[src/rtl/local_ni.sv]
// Router LOCAL-port network interface: buffers and serializes core flits onto the router link,
// deserializes router frames for the core, and counts completed transfers in both directions.
module local_ni #(
  parameter int ROUTER_ID    = -1,
  parameter int ADDR_BITS    = 4,
  parameter int PAYLOAD_SIZE = 8,
  parameter int FIFO_DEPTH   = 4
) (
  input  logic                    clk,
  input  logic                    reset,
  input  logic                    inj_valid,
  output logic                    inj_ready,
  input  logic [ADDR_BITS-1:0]    inj_dest,
  input  logic [PAYLOAD_SIZE-1:0] inj_payload,
  output logic                    ser_out,
  input  logic                    ser_busy,
  input  logic                    ser_in,
  output logic                    ser_in_busy,
  output logic                    ej_valid,
  input  logic                    ej_ready,
  output logic [ADDR_BITS-1:0]    ej_dest,
  output logic [PAYLOAD_SIZE-1:0] ej_payload,
  output logic [15:0]             sent_count,
  output logic [15:0]             recv_count
);

  localparam int FLIT_W = PAYLOAD_SIZE + ADDR_BITS;
  localparam int AW     = $clog2(FIFO_DEPTH);
  localparam int CW     = $clog2(FLIT_W);
  localparam logic [CW-1:0] LAST_BIT = CW'(FLIT_W - 1);
  localparam logic [CW-1:0] CNT_ONE  = {{(CW-1){1'b0}}, 1'b1};
  localparam logic [AW:0]   PTR_ONE  = {{AW{1'b0}}, 1'b1};

  // ROUTER_ID only tags simulation messages; it has no hardware effect.
  if (ROUTER_ID < 0) begin : g_unattached
  end else begin : g_attached
  end

  typedef enum logic [1:0] {
    TX_IDLE = 2'd0,
    TX_LOAD = 2'd1,
    TX_DATA = 2'd2,
    TX_GAP  = 2'd3
  } tx_state_t;

  typedef enum logic [1:0] {
    RX_IDLE = 2'd0,
    RX_RECV = 2'd1,
    RX_HOLD = 2'd2
  } rx_state_t;

  logic [FLIT_W-1:0] fifo_mem_r [FIFO_DEPTH];
  logic [AW:0]       wr_ptr_r;
  logic [AW:0]       rd_ptr_r;
  logic              fifo_empty_s;
  logic              fifo_full_s;
  logic              push_s;
  logic              pop_s;

  tx_state_t         tx_state_r;
  logic [FLIT_W-1:0] tx_shift_r;
  logic [CW-1:0]     tx_cnt_r;
  logic              ser_out_r;
  logic [15:0]       sent_count_r;

  rx_state_t         rx_state_r;
  logic [FLIT_W-2:0] rx_shift_r;
  logic [CW-1:0]     rx_cnt_r;
  logic              ser_in_busy_r;
  logic              ej_valid_r;
  logic [ADDR_BITS-1:0]    ej_dest_r;
  logic [PAYLOAD_SIZE-1:0] ej_payload_r;
  logic [15:0]       recv_count_r;

  assign fifo_empty_s = (wr_ptr_r == rd_ptr_r);
  assign fifo_full_s  = (wr_ptr_r[AW] != rd_ptr_r[AW]) &&
                        (wr_ptr_r[AW-1:0] == rd_ptr_r[AW-1:0]);
  assign push_s       = inj_valid && !fifo_full_s;
  // A new frame may be launched from IDLE or straight out of the gap cycle,
  // which is what keeps back-to-back frames exactly one idle cycle apart.
  assign pop_s        = ((tx_state_r == TX_IDLE) || (tx_state_r == TX_GAP)) &&
                        !fifo_empty_s && !ser_busy;

  assign inj_ready   = !fifo_full_s;
  assign ser_out     = ser_out_r;
  assign sent_count  = sent_count_r;
  assign ser_in_busy = ser_in_busy_r;
  assign ej_valid    = ej_valid_r;
  assign ej_dest     = ej_dest_r;
  assign ej_payload  = ej_payload_r;
  assign recv_count  = recv_count_r;

  // Injection FIFO storage.
  always_ff @(posedge clk) begin
    if (push_s) begin
      fifo_mem_r[wr_ptr_r[AW-1:0]] <= {inj_dest, inj_payload};
    end
  end

  // Injection FIFO pointers.
  always_ff @(posedge clk or posedge reset) begin
    if (reset) begin
      wr_ptr_r <= {(AW+1){1'b0}};
      rd_ptr_r <= {(AW+1){1'b0}};
    end else begin
      if (push_s) begin
        wr_ptr_r <= wr_ptr_r + PTR_ONE;
      end
      if (pop_s) begin
        rd_ptr_r <= rd_ptr_r + PTR_ONE;
      end
    end
  end

  // Serializer: start bit, FLIT_W data bits LSB first, one gap cycle.
  always_ff @(posedge clk or posedge reset) begin
    if (reset) begin
      tx_state_r   <= TX_IDLE;
      tx_shift_r   <= {FLIT_W{1'b0}};
      tx_cnt_r     <= {CW{1'b0}};
      ser_out_r    <= 1'b0;
      sent_count_r <= 16'h0000;
    end else begin
      case (tx_state_r)
        TX_IDLE: begin
          ser_out_r <= 1'b0;
          if (pop_s) begin
            tx_shift_r <= fifo_mem_r[rd_ptr_r[AW-1:0]];
            tx_state_r <= TX_LOAD;
          end
        end
        TX_LOAD: begin
          ser_out_r  <= 1'b1;
          tx_cnt_r   <= {CW{1'b0}};
          tx_state_r <= TX_DATA;
        end
        TX_DATA: begin
          ser_out_r  <= tx_shift_r[0];
          tx_shift_r <= tx_shift_r >> 1;
          tx_cnt_r   <= tx_cnt_r + CNT_ONE;
          if (tx_cnt_r == LAST_BIT) begin
            tx_state_r <= TX_GAP;
          end
        end
        TX_GAP: begin
          ser_out_r <= 1'b0;
          if (sent_count_r != 16'hFFFF) begin
            sent_count_r <= sent_count_r + 16'h0001;
          end
          if (pop_s) begin
            tx_shift_r <= fifo_mem_r[rd_ptr_r[AW-1:0]];
            tx_state_r <= TX_LOAD;
          end else begin
            tx_state_r <= TX_IDLE;
          end
        end
        default: begin
          ser_out_r  <= 1'b0;
          tx_state_r <= TX_IDLE;
        end
      endcase
    end
  end

  // Deserializer and ejection handshake; busy covers the whole frame plus the hold.
  always_ff @(posedge clk or posedge reset) begin
    if (reset) begin
      rx_state_r    <= RX_IDLE;
      rx_shift_r    <= {(FLIT_W-1){1'b0}};
      rx_cnt_r      <= {CW{1'b0}};
      ser_in_busy_r <= 1'b0;
      ej_valid_r    <= 1'b0;
      ej_dest_r     <= {ADDR_BITS{1'b0}};
      ej_payload_r  <= {PAYLOAD_SIZE{1'b0}};
      recv_count_r  <= 16'h0000;
    end else begin
      case (rx_state_r)
        RX_IDLE: begin
          if (ser_in) begin
            rx_cnt_r      <= {CW{1'b0}};
            ser_in_busy_r <= 1'b1;
            rx_state_r    <= RX_RECV;
          end
        end
        RX_RECV: begin
          rx_shift_r <= {ser_in, rx_shift_r[FLIT_W-2:1]};
          rx_cnt_r   <= rx_cnt_r + CNT_ONE;
          if (rx_cnt_r == LAST_BIT) begin
            {ej_dest_r, ej_payload_r} <= {ser_in, rx_shift_r};
            ej_valid_r <= 1'b1;
            rx_state_r <= RX_HOLD;
          end
        end
        RX_HOLD: begin
          if (ej_ready) begin
            ej_valid_r    <= 1'b0;
            ser_in_busy_r <= 1'b0;
            rx_state_r    <= RX_IDLE;
            if (recv_count_r != 16'hFFFF) begin
              recv_count_r <= recv_count_r + 16'h0001;
            end
          end
        end
        default: begin
          ej_valid_r    <= 1'b0;
          ser_in_busy_r <= 1'b0;
          rx_state_r    <= RX_IDLE;
        end
      endcase
    end
  end

endmodule

[config.mk]
export PLATFORM = sky130hd
export DESIGN_NAME = local_ni
export DESIGN_NICKNAME = d
export VERILOG_FILES = /design/src/rtl/local_ni.sv
export SDC_FILE = /design/constraint.sdc
export NUM_CORES = 1
export LEC_CHECK = 0
export BUFFER_PORTS_ARGS = -buffer_cell sky130_fd_sc_hd__buf_4
export CORE_ASPECT_RATIO = 1.5
export CORE_MARGIN = 10
export CORE_UTILIZATION = 36
export CTS_CLUSTER_SIZE = 8
export DETAILED_ROUTE_END_ITERATION = 6
export HOLD_SLACK_MARGIN = 0.08
export PLACE_DENSITY = 0.5
export SLEW_MARGIN = 20
export SYNTH_ARGS = -nofsm -noshare
export SYNTH_HDL_FRONTEND = slang
export SYNTH_SLANG_ARGS = --single-unit
[constraint.sdc]
create_clock -name clk -period 3 [get_ports clk]
set_input_delay 0.15 -clock clk [delete_from_list [all_inputs] [get_ports clk]]
set_output_delay 0.15 -clock clk [all_outputs]
set_load 0.02 [all_outputs]
==> summary.txt <==
Status
  • Status: finished clean

Logic synthesis
  • Register area share after synthesis: 61.6%
  • Post-synth EDFFs: 48
  • Yosys reg bits: 136
  • Asr flop ratio synth: 64.7%
  • Synth Area per Inst: 14.5 um^2
  • Warning count from the yosys run: 0
  • Most used DFF post-synth: dfrtp_1
  • Post-synthesis cell count: 408
  • Netlist Area Pre-Place: 5920 um^2
  • Syn Nets: 438
  • Netlist cell types: 53
  • Largest cells by area after synthesis: dfrtp_1 37%, edfxtp_1 24%, mux2_2 9.3%, mux4_2 4.6%, xnor2_1 3.0%
  • Post-synth top area cell: dfrtp_1
  • Synth top area share: 37.2%

Worst hold path
  • Hold Path End: ej_valid$_DFFE_PP0P_
  • Hold crit path type: in2reg
  • Hold path depth: 3
  • Hold path startpoint: ej_ready

Floorplan
  • # rows: 57
  • Die H: 177 um
  • DIE AREA: 22100 um^2
  • Initial Utilization: 36.5%
  • Core Area: 16200 um^2
  • Die X: 125 um
  • I/O pin count: 66

Route
  • Number of antenna-violating nets in the routed design: 0
  • Routed via count: 3543
  • Post-route DRC: 0
  • Routed wire length: 11600 um
  • TritonRoute pass-1 iters: 4
  • Routed wire per std cell: 16.3 um
  • Via density: 4.95
  • Starting DRC count in detailed routing: 171

Job
  • Max cap viols: 0

Power
  • Clk pwr share: 28.9%
  • Leakage power: 3.12 nW
  • Reg power frac: 39.2%
  • P_int: 0.00509 W
  • Sw frac: 31.0%
  • Combinational power share: 31.9%
  • P per Cell Area: 999 nW/um^2
  • Net Sw Power: 0.00229 W
  • Peak VDD IR: 0.498 mV
  • Final Power: 0.00738 W

Clocking
  • Clock Latency Late Sink: 0.41 ns
  • Cts bufs inserted: 17
  • CTS sink count: 136
  • Root Driver: clkbuf_16
  • Reg clk slew, reported paths: 0.06 ns
  • Clock Tree Buf Depth: 2
  • H-tree Lvls: 4
  • CTS tree: yes

Global routing
  • Largest net degree at the start of global routing: 61
  • Gr usage total: 11.0%
  • Number of global-route vias before repair: 3868
  • GRT overflow: 0
  • First-pass GRT wire length: 19900 um
  • Antenna violations before repair: 0

STA
  • Setup TNS: 0 ns
  • Slew headroom: 51.2%
  • Fin. Hold Viols: 0
  • RSZ-0062 raised after global routing: no
  • Layout Skew: 0.00956 ns
  • Final Max Tran Viols: 0
  • Crit share post-route: 83.1%
  • Max Clk Rate: 401 MHz
  • Min Clock Period, post-route: 2.49 ns
  • Worst-Margin Slew: 0.725 ns
  • Hold Slack: 0.173 ns
  • Final setup fails: 0

Placed design
  • Detailed placement HPWL: 8360 um
  • Routability Congestion: 0.745
  • Port bufs: 65

Worst setup path
  • Reg-to-reg critical path endpoint: fifo_mem_r[3][7]$_DFFE_PP_
  • Reg2reg path depth: 3
  • Worst EP required: 3.04 ns
  • WS Path Type: reg2reg
  • Worst R2R Start: rd_ptr_r[1]$_DFFE_PP0P_
  • WP data arrival: 2.53 ns
  • Critical Path Sink Type: flip-flop
  • CP Launch Type: flip-flop
  • Flop-to-flop setup slack: 0.51 ns
  • Crit Path Max Fanout: 15

Layout
  • Final-stage net count: 527
  • Fillers: 1443
  • Layout cell share with drive strength beyond 1: 33.7%
  • Most frequent cells in the layout: 88 x dfrtp_1, 69 x buf_4, 49 x mux2_2
  • Area grow syn2layout: 24.9%
  • # diodes: 0
  • Most common cell after layout, fill and taps aside: dfrtp_1
==> power by group through the flow <==
stage	clock network (W)	logic, W	registers (W)
2_1_floorplan	0	0.00171	0.00294
3_3_place_gp	0	0.00233	0.00292
3_5_place_dp	0	0.00240	0.00294
4_1_cts	0.00219	0.00242	0.00291
5_1_grt	0.00228	0.00261	0.00298
6_report	0.00213	0.00235	0.00289
==> cell usage after synthesis (2+ instances only) <==
library cell and instances:
dfrtp_1 88, mux2_2 49, edfxtp_1 48, xnor2_1 20
nand2_1 19, xor2_1 15, nand3_1 14, ha_1 12
mux4_2 12, nand4_1 12, o21ai_0 12, inv_1 11
clkbuf_1 9, nor2_1 9, nor3_1 9, and2_1 8
and3_1 5, and4_1 5, nor4_1 4, a21o_1 3
a22o_1 3, nor3b_1 3, or2_2 3, a21oi_1 2
buf_2 2, nand3b_1 2, o2111ai_1 2, o21bai_1 2
==> kinds of logic (layout without fill, tap and decap cells) <==
family,Yosys count,after routing,share of synthesized area (%)
compound gates,36,36,4.61
xor+xnor,36,36,5.46
fa+ha+maj,12,12,2.54
buf+inv,25,127,2.01
flops,136,136,61.6
mux,63,63,14.3
simple gates,100,100,9.56
==> registers in the layout, summed over array words and instances (netlist names) <==
name and count:
ej_dest 4, ej_payload 8, ej_valid 1, fifo_mem_r 48, rd_ptr_r 3, recv_count 16
rx_cnt_r 4, rx_shift_r 11, rx_state_r 2, sent_count 16, ser_in_busy 1, ser_out 1
tx_cnt_r 4, tx_shift_r 12, tx_state_r 2, wr_ptr_r 3
==> final cells by class <==
| class | count | area [um^2] | area share [%] |
|---|---|---|---|
| Clock buffer | 20 | 479 | 6.48 |
| Clock inverter | 12 | 136 | 1.84 |
| Inverter | 11 | 42.5 | 0.575 |
| Multi-Input combinational cell | 247 | 2150 | 29.1 |
| Sequential cell | 136 | 3640 | 49.3 |
| Tap cell | 206 | 258 | 3.49 |
| Timing Repair Buffer | 84 | 678 | 9.17 |
==> per-stage QoR <==
step	worst slack [ns]	instance area, um^2	std cells	utilization, %
finish	0.506	7390	716	45.7
global placement	0.588	6640	670	41.0
floorplan	0.571	5920	408	-
CTS	0.457	7390	716	45.7
detailed placement	0.432	6640	670	41.0
global route	0.270	7390	716	45.7
==> how the worst max path moves through the flow <==
stage	start	slack, ns	to	cells past startpoint
4_1_cts	rd_ptr_r[1]$_DFFE_PP0P_	0.46	fifo_mem_r[3][7]$_DFFE_PP_	3
6_report	rd_ptr_r[1]$_DFFE_PP0P_	0.51	fifo_mem_r[3][7]$_DFFE_PP_	3
5_1_grt	rd_ptr_r[1]$_DFFE_PP0P_	0.27	fifo_mem_r[3][6]$_DFFE_PP_	3
3_5_place_dp	rd_ptr_r[1]$_DFFE_PP0P_	0.43	fifo_mem_r[3][6]$_DFFE_PP_	3
2_1_floorplan	reset	0.57	ej_dest[0]$_DFFE_PP0P_	1
3_3_place_gp	rd_ptr_r[1]$_DFFE_PP0P_	0.59	fifo_mem_r[0][7]$_DFFE_PP_	3
==> worst max-delay path, stage by stage (launching register included) <==
cell and delay, ns:
dfrtp_1 0.72, xnor2_1 0.25, a31oi_1 0.52, and2_1 0.63
==> routing by layer <==
metal	wire, um	global-route usage [%]	vias up
met1	5150	12.9	1771
met5	0	0	-
met4	127	4.38	0
met2	5890	18.5	70
li1	-	-	1694
met3	463	3.09	8
==> timing repair <==
action,4_1_cts,5_1_grt
setup buffers,0,0
gates resized for setup,0,0
hold buffers,14,0
endpoints found under the hold margin,79,0
No activity file was read; power rests on OpenSTA's default activity.
